[src/rtl/brush_stamper_pkg.sv]
// Shared types for the brush stamper: command opcodes, FSM states and the queued command record.
package paint_pkg;
    localparam int CMD_X_W     = 8;
    localparam int CMD_Y_W     = 8;
    localparam int CMD_COLOR_W = 3;
    localparam int CMD_SIZE_W  = 3;

    typedef enum logic [1:0] {OP_NOP, OP_PAINT, OP_ERASE, OP_CLEAR} op_t;
    typedef enum logic [1:0] {S_IDLE, S_LOAD, S_STAMP, S_DONE} stamp_state_t;

    typedef struct packed {
        op_t                    op;
        logic [CMD_X_W-1:0]     x;
        logic [CMD_Y_W-1:0]     y;
        logic [CMD_COLOR_W-1:0] color;
        logic [CMD_SIZE_W-1:0]  size;
    } cmd_t;
endpackage

[src/rtl/brush_stamper_if.sv]
// Command and framebuffer-write bundle; master is the stamper side, slave the command/pixel-store side.
interface brush_stamper_if #(
    parameter int X_W     = 8,
    parameter int Y_W     = 8,
    parameter int COLOR_W = 3,
    parameter int SIZE_W  = 3
);
    logic               cmd_valid;
    logic               cmd_ready;
    logic [1:0]         cmd_op;
    logic [X_W-1:0]     cmd_x;
    logic [Y_W-1:0]     cmd_y;
    logic [COLOR_W-1:0] cmd_color;
    logic [SIZE_W-1:0]  cmd_size;
    logic               wr_en;
    logic               wr_ready;
    logic [X_W-1:0]     wr_x;
    logic [Y_W-1:0]     wr_y;
    logic [COLOR_W-1:0] wr_color;
    logic               busy;
    logic               done;

    modport master (
        input  cmd_valid, cmd_op, cmd_x, cmd_y, cmd_color, cmd_size, wr_ready,
        output cmd_ready, wr_en, wr_x, wr_y, wr_color, busy, done
    );
    modport slave (
        output cmd_valid, cmd_op, cmd_x, cmd_y, cmd_color, cmd_size, wr_ready,
        input  cmd_ready, wr_en, wr_x, wr_y, wr_color, busy, done
    );
endinterface

[src/rtl/brush_stamper_cmd_fifo.sv]
// Synchronous command FIFO; head is read straight from the storage registers at the read pointer.
module cmd_fifo
    import paint_pkg::*;
#(
    parameter int  DEPTH = 4,
    parameter type T     = cmd_t
) (
    input  logic clk,
    input  logic reset,
    input  logic push,
    input  T     din,
    input  logic pop,
    output T     head,
    output logic full,
    output logic empty
);
    localparam int AW = $clog2(DEPTH);

    T               mem [DEPTH];
    logic [AW-1:0]  wr_ptr, rd_ptr;
    logic [AW:0]    count;

    always_ff @(posedge clk) begin
        if (reset) begin
            wr_ptr <= '0;
            rd_ptr <= '0;
            count  <= '0;
        end else begin
            if (push) wr_ptr <= wr_ptr + 1'b1;
            if (pop)  rd_ptr <= rd_ptr + 1'b1;
            case ({push, pop})
                2'b10:   count <= count + 1'b1;
                2'b01:   count <= count - 1'b1;
                default: count <= count;
            endcase
        end
    end

    always_ff @(posedge clk) begin
        if (push) mem[wr_ptr] <= din;
    end

    assign head  = mem[rd_ptr];
    assign full  = (count == (AW+1)'(DEPTH));
    assign empty = (count == '0);
endmodule

[src/rtl/brush_stamper.sv]
// Drawing engine: queues paint commands and expands each into a clipped square footprint or full clear.
module brush_stamper
    import paint_pkg::*;
#(
    parameter int WIDTH      = 160,
    parameter int HEIGHT     = 120,
    parameter int X_W        = 8,
    parameter int Y_W        = 8,
    parameter int COLOR_W    = 3,
    parameter int SIZE_W     = 3,
    parameter int FIFO_DEPTH = 4,
    parameter int BG_COLOR   = 0
) (
    input logic             clk,
    input logic             reset,
    brush_stamper_if.master bus
);
    localparam int XS_W = X_W + 2;
    localparam int YS_W = Y_W + 2;
    localparam logic signed [XS_W-1:0] XMAX = XS_W'(WIDTH - 1);
    localparam logic signed [YS_W-1:0] YMAX = YS_W'(HEIGHT - 1);

    stamp_state_t state, state_nx;
    cmd_t         fifo_in, head, cur;
    logic         full, empty, push, pop;

    logic signed [XS_W-1:0] xs, xe, x0s, x1s;
    logic signed [YS_W-1:0] ys, ye, y0s, y1s;
    logic [X_W-1:0]         x0, x1, cx, bx0, bx1;
    logic [Y_W-1:0]         y0, y1, cy, by1;
    logic [COLOR_W-1:0]     load_color, col;
    logic                   box_empty;

    assign bus.cmd_ready = !full && !reset;
    assign push          = bus.cmd_valid && bus.cmd_ready;
    assign fifo_in       = '{op: op_t'(bus.cmd_op), x: bus.cmd_x, y: bus.cmd_y,
                             color: bus.cmd_color, size: bus.cmd_size};

    cmd_fifo #(.DEPTH(FIFO_DEPTH), .T(cmd_t)) u_fifo (
        .clk(clk), .reset(reset), .push(push), .din(fifo_in),
        .pop(pop), .head(head), .full(full), .empty(empty)
    );

    // Signed arithmetic so centres near or beyond an edge clip instead of wrapping.
    always_comb begin
        xs  = $signed({2'b00, cur.x}) - $signed(XS_W'(cur.size));
        xe  = $signed({2'b00, cur.x}) + $signed(XS_W'(cur.size));
        ys  = $signed({2'b00, cur.y}) - $signed(YS_W'(cur.size));
        ye  = $signed({2'b00, cur.y}) + $signed(YS_W'(cur.size));
        x0s = (xs < 0) ? '0 : xs;
        x1s = (xe > XMAX) ? XMAX : xe;
        y0s = (ys < 0) ? '0 : ys;
        y1s = (ye > YMAX) ? YMAX : ye;
        box_empty = (x0s > x1s) || (y0s > y1s);
        x0 = X_W'(x0s);
        x1 = X_W'(x1s);
        y0 = Y_W'(y0s);
        y1 = Y_W'(y1s);
        if (cur.op == OP_CLEAR) begin
            x0 = '0;
            x1 = X_W'(WIDTH - 1);
            y0 = '0;
            y1 = Y_W'(HEIGHT - 1);
            box_empty = 1'b0;
        end
        load_color = (cur.op == OP_PAINT) ? cur.color : COLOR_W'(BG_COLOR);
    end

    always_ff @(posedge clk) begin
        if (reset) state <= S_IDLE;
        else       state <= state_nx;
    end

    always_comb begin
        state_nx = state;
        pop      = 1'b0;
        case (state)
            S_IDLE:  if (!empty) begin
                         pop      = 1'b1;
                         state_nx = S_LOAD;
                     end
            S_LOAD:  state_nx = (cur.op == OP_NOP || box_empty) ? S_DONE : S_STAMP;
            S_STAMP: if (bus.wr_ready && cx == bx1 && cy == by1) state_nx = S_DONE;
            S_DONE:  state_nx = S_IDLE;
            default: state_nx = S_IDLE;
        endcase
    end

    // Row-major cursor; it only moves when the pixel store takes the write.
    always_ff @(posedge clk) begin
        if (reset) begin
            cur <= '0;
            cx  <= '0;
            cy  <= '0;
            bx0 <= '0;
            bx1 <= '0;
            by1 <= '0;
            col <= '0;
        end else begin
            if (pop) cur <= head;
            if (state == S_LOAD) begin
                cx  <= x0;
                cy  <= y0;
                bx0 <= x0;
                bx1 <= x1;
                by1 <= y1;
                col <= load_color;
            end else if (state == S_STAMP && bus.wr_ready) begin
                if (cx == bx1) begin
                    cx <= bx0;
                    cy <= cy + 1'b1;
                end else begin
                    cx <= cx + 1'b1;
                end
            end
        end
    end

    assign bus.wr_en    = (state == S_STAMP);
    assign bus.wr_x     = cx;
    assign bus.wr_y     = cy;
    assign bus.wr_color = col;
    assign bus.busy     = !empty || (state != S_IDLE);
    assign bus.done     = (state == S_DONE);
endmodule
[src/flat_wrapper.sv]
// flat-port wrapper written by rule: the top's interface ports become plain ports
module brush_stamper_flat import paint_pkg::*;
#(
    parameter int WIDTH      = 160,
    parameter int HEIGHT     = 120,
    parameter int X_W        = 8,
    parameter int Y_W        = 8,
    parameter int COLOR_W    = 3,
    parameter int SIZE_W     = 3,
    parameter int FIFO_DEPTH = 4,
    parameter int BG_COLOR   = 0
)
  (clk, reset, bus_cmd_valid, bus_cmd_op, bus_cmd_x, bus_cmd_y, bus_cmd_color, bus_cmd_size, bus_wr_ready, bus_cmd_ready, bus_wr_en, bus_wr_x, bus_wr_y, bus_wr_color, bus_busy, bus_done);
  brush_stamper_if #(.X_W(X_W), .Y_W(Y_W), .COLOR_W(COLOR_W), .SIZE_W(SIZE_W)) bus_i ();
  input logic clk;
  input logic reset;
  input wire logic [$bits(bus_i.cmd_valid)-1:0] bus_cmd_valid;
  input wire logic [$bits(bus_i.cmd_op)-1:0] bus_cmd_op;
  input wire logic [$bits(bus_i.cmd_x)-1:0] bus_cmd_x;
  input wire logic [$bits(bus_i.cmd_y)-1:0] bus_cmd_y;
  input wire logic [$bits(bus_i.cmd_color)-1:0] bus_cmd_color;
  input wire logic [$bits(bus_i.cmd_size)-1:0] bus_cmd_size;
  input wire logic [$bits(bus_i.wr_ready)-1:0] bus_wr_ready;
  output wire logic [$bits(bus_i.cmd_ready)-1:0] bus_cmd_ready;
  output wire logic [$bits(bus_i.wr_en)-1:0] bus_wr_en;
  output wire logic [$bits(bus_i.wr_x)-1:0] bus_wr_x;
  output wire logic [$bits(bus_i.wr_y)-1:0] bus_wr_y;
  output wire logic [$bits(bus_i.wr_color)-1:0] bus_wr_color;
  output wire logic [$bits(bus_i.busy)-1:0] bus_busy;
  output wire logic [$bits(bus_i.done)-1:0] bus_done;
  assign bus_i.cmd_valid = bus_cmd_valid;
  assign bus_i.cmd_op = bus_cmd_op;
  assign bus_i.cmd_x = bus_cmd_x;
  assign bus_i.cmd_y = bus_cmd_y;
  assign bus_i.cmd_color = bus_cmd_color;
  assign bus_i.cmd_size = bus_cmd_size;
  assign bus_i.wr_ready = bus_wr_ready;
  assign bus_cmd_ready = bus_i.cmd_ready;
  assign bus_wr_en = bus_i.wr_en;
  assign bus_wr_x = bus_i.wr_x;
  assign bus_wr_y = bus_i.wr_y;
  assign bus_wr_color = bus_i.wr_color;
  assign bus_busy = bus_i.busy;
  assign bus_done = bus_i.done;
  brush_stamper #(.WIDTH(WIDTH), .HEIGHT(HEIGHT), .X_W(X_W), .Y_W(Y_W), .COLOR_W(COLOR_W), .SIZE_W(SIZE_W), .FIFO_DEPTH(FIFO_DEPTH), .BG_COLOR(BG_COLOR)) u_core (.clk(clk), .reset(reset), .bus(bus_i));
endmodule
[config.mk]
export PLATFORM = sky130hd
export DESIGN_NAME = brush_stamper_flat
export DESIGN_NICKNAME = d
export VERILOG_FILES = /design/src/rtl/brush_stamper_pkg.sv /design/src/rtl/brush_stamper_if.sv /design/src/rtl/brush_stamper_cmd_fifo.sv /design/src/rtl/brush_stamper.sv /design/src/flat_wrapper.sv
export SDC_FILE = /design/constraint.sdc
export NUM_CORES = 1
export LEC_CHECK = 0
export BUFFER_PORTS_ARGS = -buffer_cell sky130_fd_sc_hd__buf_2
export CORE_ASPECT_RATIO = 1.2
export CORE_MARGIN = 1
export CORE_UTILIZATION = 25
export DETAILED_ROUTE_END_ITERATION = 12
export PLACE_DENSITY_LB_ADDON = 0.1
export SYNTH_ARGS = -nofsm -noshare
export SYNTH_HDL_FRONTEND = slang
export SYNTH_SLANG_ARGS = --single-unit
[constraint.sdc]
create_clock -name clk -period 11 [get_ports clk]
set_clock_uncertainty 0.2 [all_clocks]
set_input_delay 1.65 -clock clk [delete_from_list [all_inputs] [get_ports clk]]
set_output_delay 1.65 -clock clk [all_outputs]
set_load 0.01 [all_outputs]
==> summary.txt <==
Outcome
  – Outcome: completed

Setup path
  – Worst flop-to-flop path endpoint: u_core.state[0]
  – Nature of the critical path startpoint: input port
  – Crit path DAT: 2.53 ns
  – WP data required: 9.15 ns
  – Termination of the worst setup path: bus_cmd_ready
  – Register-to-Register Path Depth: 15
  – CP Launch Point: reset
  – Crit. End Element: primary output
  – Crit path max fanout: 23
  – Reg-to-Reg Start: u_core.cur[1]
  – Reg-to-reg slack, setup: 6.81 ns
  – Crit path kind: in2out

Clocking
  – CTS tree: built
  – Cts-stage hold buffer count: 0
  – Worst-Skew Late Latency: 0.44 ns
  – CTS clk-pin slew, worst paths: 0.07 ns
  – PostCTS Resize Cnt: 0
  – CTS Buffer Depth: 2
  – Post-CTS Setup Inserts: 0
  – Total CTS buffers: 17
  – CTS sink cnt: 172
  – Clk Tree Root Cell: clkbuf_16
  – H-tree Lvls: 4

Pwr
  – Clock power frac: 0.210
  – Switching power: 1.23 mW
  – Comb power frac: 0.459
  – Flop pwr share: 0.331
  – Pwr Total: 2.89 mW
  – Cell internal pwr: 1.66 mW
  – VDD IR max: 0.0000929 V
  – Pwr/cell area: 298 nW/um2
  – Pleak: 3.54 nW
  – Sw Ratio: 0.425

Timing
  – RSZ-0062 raised after global routing: no
  – FMAX: 0.228 GHz
  – Final setup viols: 0
  – Fin. Hold Viols: 0
  – Slew Viols, Final: 0
  – Setup TNS Final: 0 ns
  – Final period util: 0.399
  – Worst Tran Pin Value: 0.987 ns
  – Period minus WS final: 4.38 ns
  – Worst rel slew slack: 0.342
  – Hold Slack: 0.260 ns

Detailed routing
  – Vias: 5,673
  – Routed Antenna Nets: 0
  – Final wirelength: 20,600 um
  – Avg Vias per Cell: 4.55
  – WL per Instance: 16.5 um
  – DRC: 0
  – Initial DRT Pass Iterations: 4
  – Drt initial violations: 383

Synth
  – Most frequent cells after synthesis: nand2_1, edfxtp_1, dfxtp_1, nor2_1, a21oi_1
  – Mapped Nets: 817
  – Yosys top cell by area: edfxtp_1
  – Ys flop type: edfxtp_1
  – EDFF count, synth: 96
  – Async SR Flop Fraction: 0
  – Synth top area cells: edfxtp_1, dfxtp_1, mux4_2, ha_1, nand2_1
  – Mapped Cells: 744
  – Seq/Total Area, Yosys: 0.524
  – Syn avg cell area: 11.3 um2
  – Yosys reg bits: 172
  – Post-synth design cell area: 8410 um2
  – Yosys warning count: 0
  – Synth cell types: 66
  – Synth top area share: 0.343
  – Top-count cell post-synth: nand2_1

GRT
  – First-pass GRT wire length: 32,900 um
  – Initial antenna violation count: 0
  – Total GRT Usage: 0.126
  – Largest net degree at the start of global routing: 54
  – Grt total ovfl: 0
  – Vias in the first global route: 5,822

Finish
  – FILL cells: 3,387
  – Diodes inserted: 0
  – Register area: 4410 um2
  – Fraction of layout cells with a size suffix above 1: 0.180
  – Area of the multi-input gates: 3730 um2
  – Post-route cell area: 9700 um2
  – # nets final: 856
  – Finished Layout Cells: 1,246
  – Layout Area Growth over Synthesis: 15.4%

Floorplan
  – Die span in x: 169 um
  – Core area: 33,200 um2
  – Starting Density: 0.254
  – # IOs: 51
  – Die area: 34,400 um2
  – Site row count: 73
  – Die height: 203 um

Place
  – Gpl congestion: 0.777
  – Inst Count DP: 1,214
  – Area of placed instances: 9120 um2
  – I/O Buffers: 50
  – HPWL after detailed placement: 14,300 um

Run
  – MaxCap Viol Count: 0

Hold path
  – Worst hold path type: reg2reg
-- cell usage in the layout (no fill, tap or decap), types with 3 or more instances in the layout --
| cell | count |
|---|---|
| a211o_1 | 3 |
| a211oi_1 | 9 |
| a21oi_1 | 47 |
| a221oi_1 | 3 |
| a311oi_1 | 6 |
| a31o_2 | 3 |
| a31oi_1 | 7 |
| and2_1 | 8 |
| and3_1 | 13 |
| buf_2 | 50 |
| buf_4 | 10 |
| clkbuf_16 | 17 |
| clkinv_4 | 3 |
| clkinv_8 | 3 |
| dfxtp_1 | 75 |
| edfxtp_1 | 96 |
| fa_1 | 5 |
| ha_1 | 40 |
| inv_1 | 24 |
| inv_6 | 3 |
| inv_8 | 5 |
| mux2_2 | 8 |
| mux4_2 | 24 |
| nand2_1 | 97 |
| nand2b_1 | 7 |
| nand3_1 | 15 |
| nand4_1 | 4 |
| nor2_1 | 59 |
| nor2b_1 | 13 |
| nor3_1 | 16 |
| nor4_1 | 3 |
| o21ai_0 | 16 |
| o21bai_1 | 3 |
| o22ai_1 | 4 |
| o31ai_1 | 5 |
| or2_2 | 3 |
| or3_1 | 5 |
| xnor2_1 | 24 |
| xor2_1 | 21 |
-- stage by stage --
stage | setup slack [ns] | utilization
finish | 6.62 | 0.293
global route | 6.39 | 0.293
CTS | 6.60 | 0.293
detailed placement | 6.60 | 0.275
global placement | 6.66 | 0.275
floorplan | 7.16 | -
-- logic make-up after synthesis --
family | synth area share
compound gates | 0.104
mux | 0.0790
flops | 0.524
fa+ha+maj | 0.0714
buf+inv | 0.0330
simple gates | 0.142
other cells | 0.000446
xor+xnor | 0.0469
-- how the worst min path moves through the flow --
stage / startpoint / end / slack [ns] / depth (start not counted)
6_report: u_core.bus.wr_color[2] / u_core.bus.wr_color[2] / 0.26 / 2
5_1_grt: u_core.bx0[3] / u_core.bx0[3] / 0.28 / 2
4_1_cts: u_core.bus.wr_color[1] / u_core.bus.wr_color[1] / 0.27 / 2
3_5_place_dp: u_core.bus.wr_color[2] / u_core.bus.wr_color[2] / 0.25 / 2
3_3_place_gp: u_core.bus.wr_color[0] / u_core.bus.wr_color[0] / 0.25 / 2
2_1_floorplan: u_core.cur[3] / u_core.cur[3] / 0.24 / 2
-- sequential cells by signal, summed over array words and instances (netlist names), 8 cells and up --
name	cells
u_core.u_fifo.mem	96
u_core.by1	8
u_core.bus.wr_x	8
u_core.bx0	8
u_core.cur	24
u_core.bus.wr_y	8
u_core.bx1	8
-- routing by layer --
| layer | vias up | GRT usage | wire [um] |
|---|---|---|---|
| met5 | - | 0 | 0 |
| met4 | 0 | 0.0412 | 290 |
| met3 | 18 | 0.0248 | 693 |
| met2 | 103 | 0.209 | 9910 |
| met1 | 2782 | 0.163 | 9690 |
| li1 | 2770 | - | - |
-- worst max-delay path, cell delays in order --
cell and delay, ns:
buf_2 0.25, a31oi_1 0.42, buf_2 0.22
-- final cells by class --
type                            instances  share of cell area
Inverter                               26              0.0101
Timing Repair Buffer                   60              0.0335
Multi-Input combinational cell        506               0.384
Sequential cell                       172               0.454
Tap cell                              450              0.0580
Clock inverter                         14              0.0162
Clock buffer                           18              0.0442
-- power groups by stage --
stage / clock network (mW) / logic, mW / registers, mW
2_1_floorplan: 0 / 1.05 / 0.891
3_3_place_gp: 0 / 1.31 / 0.972
3_5_place_dp: 0 / 1.33 / 0.978
4_1_cts: 0.629 / 1.34 / 0.964
5_1_grt: 0.653 / 1.50 / 0.987
6_report: 0.607 / 1.33 / 0.958
(Power assumes the default switching activity.)
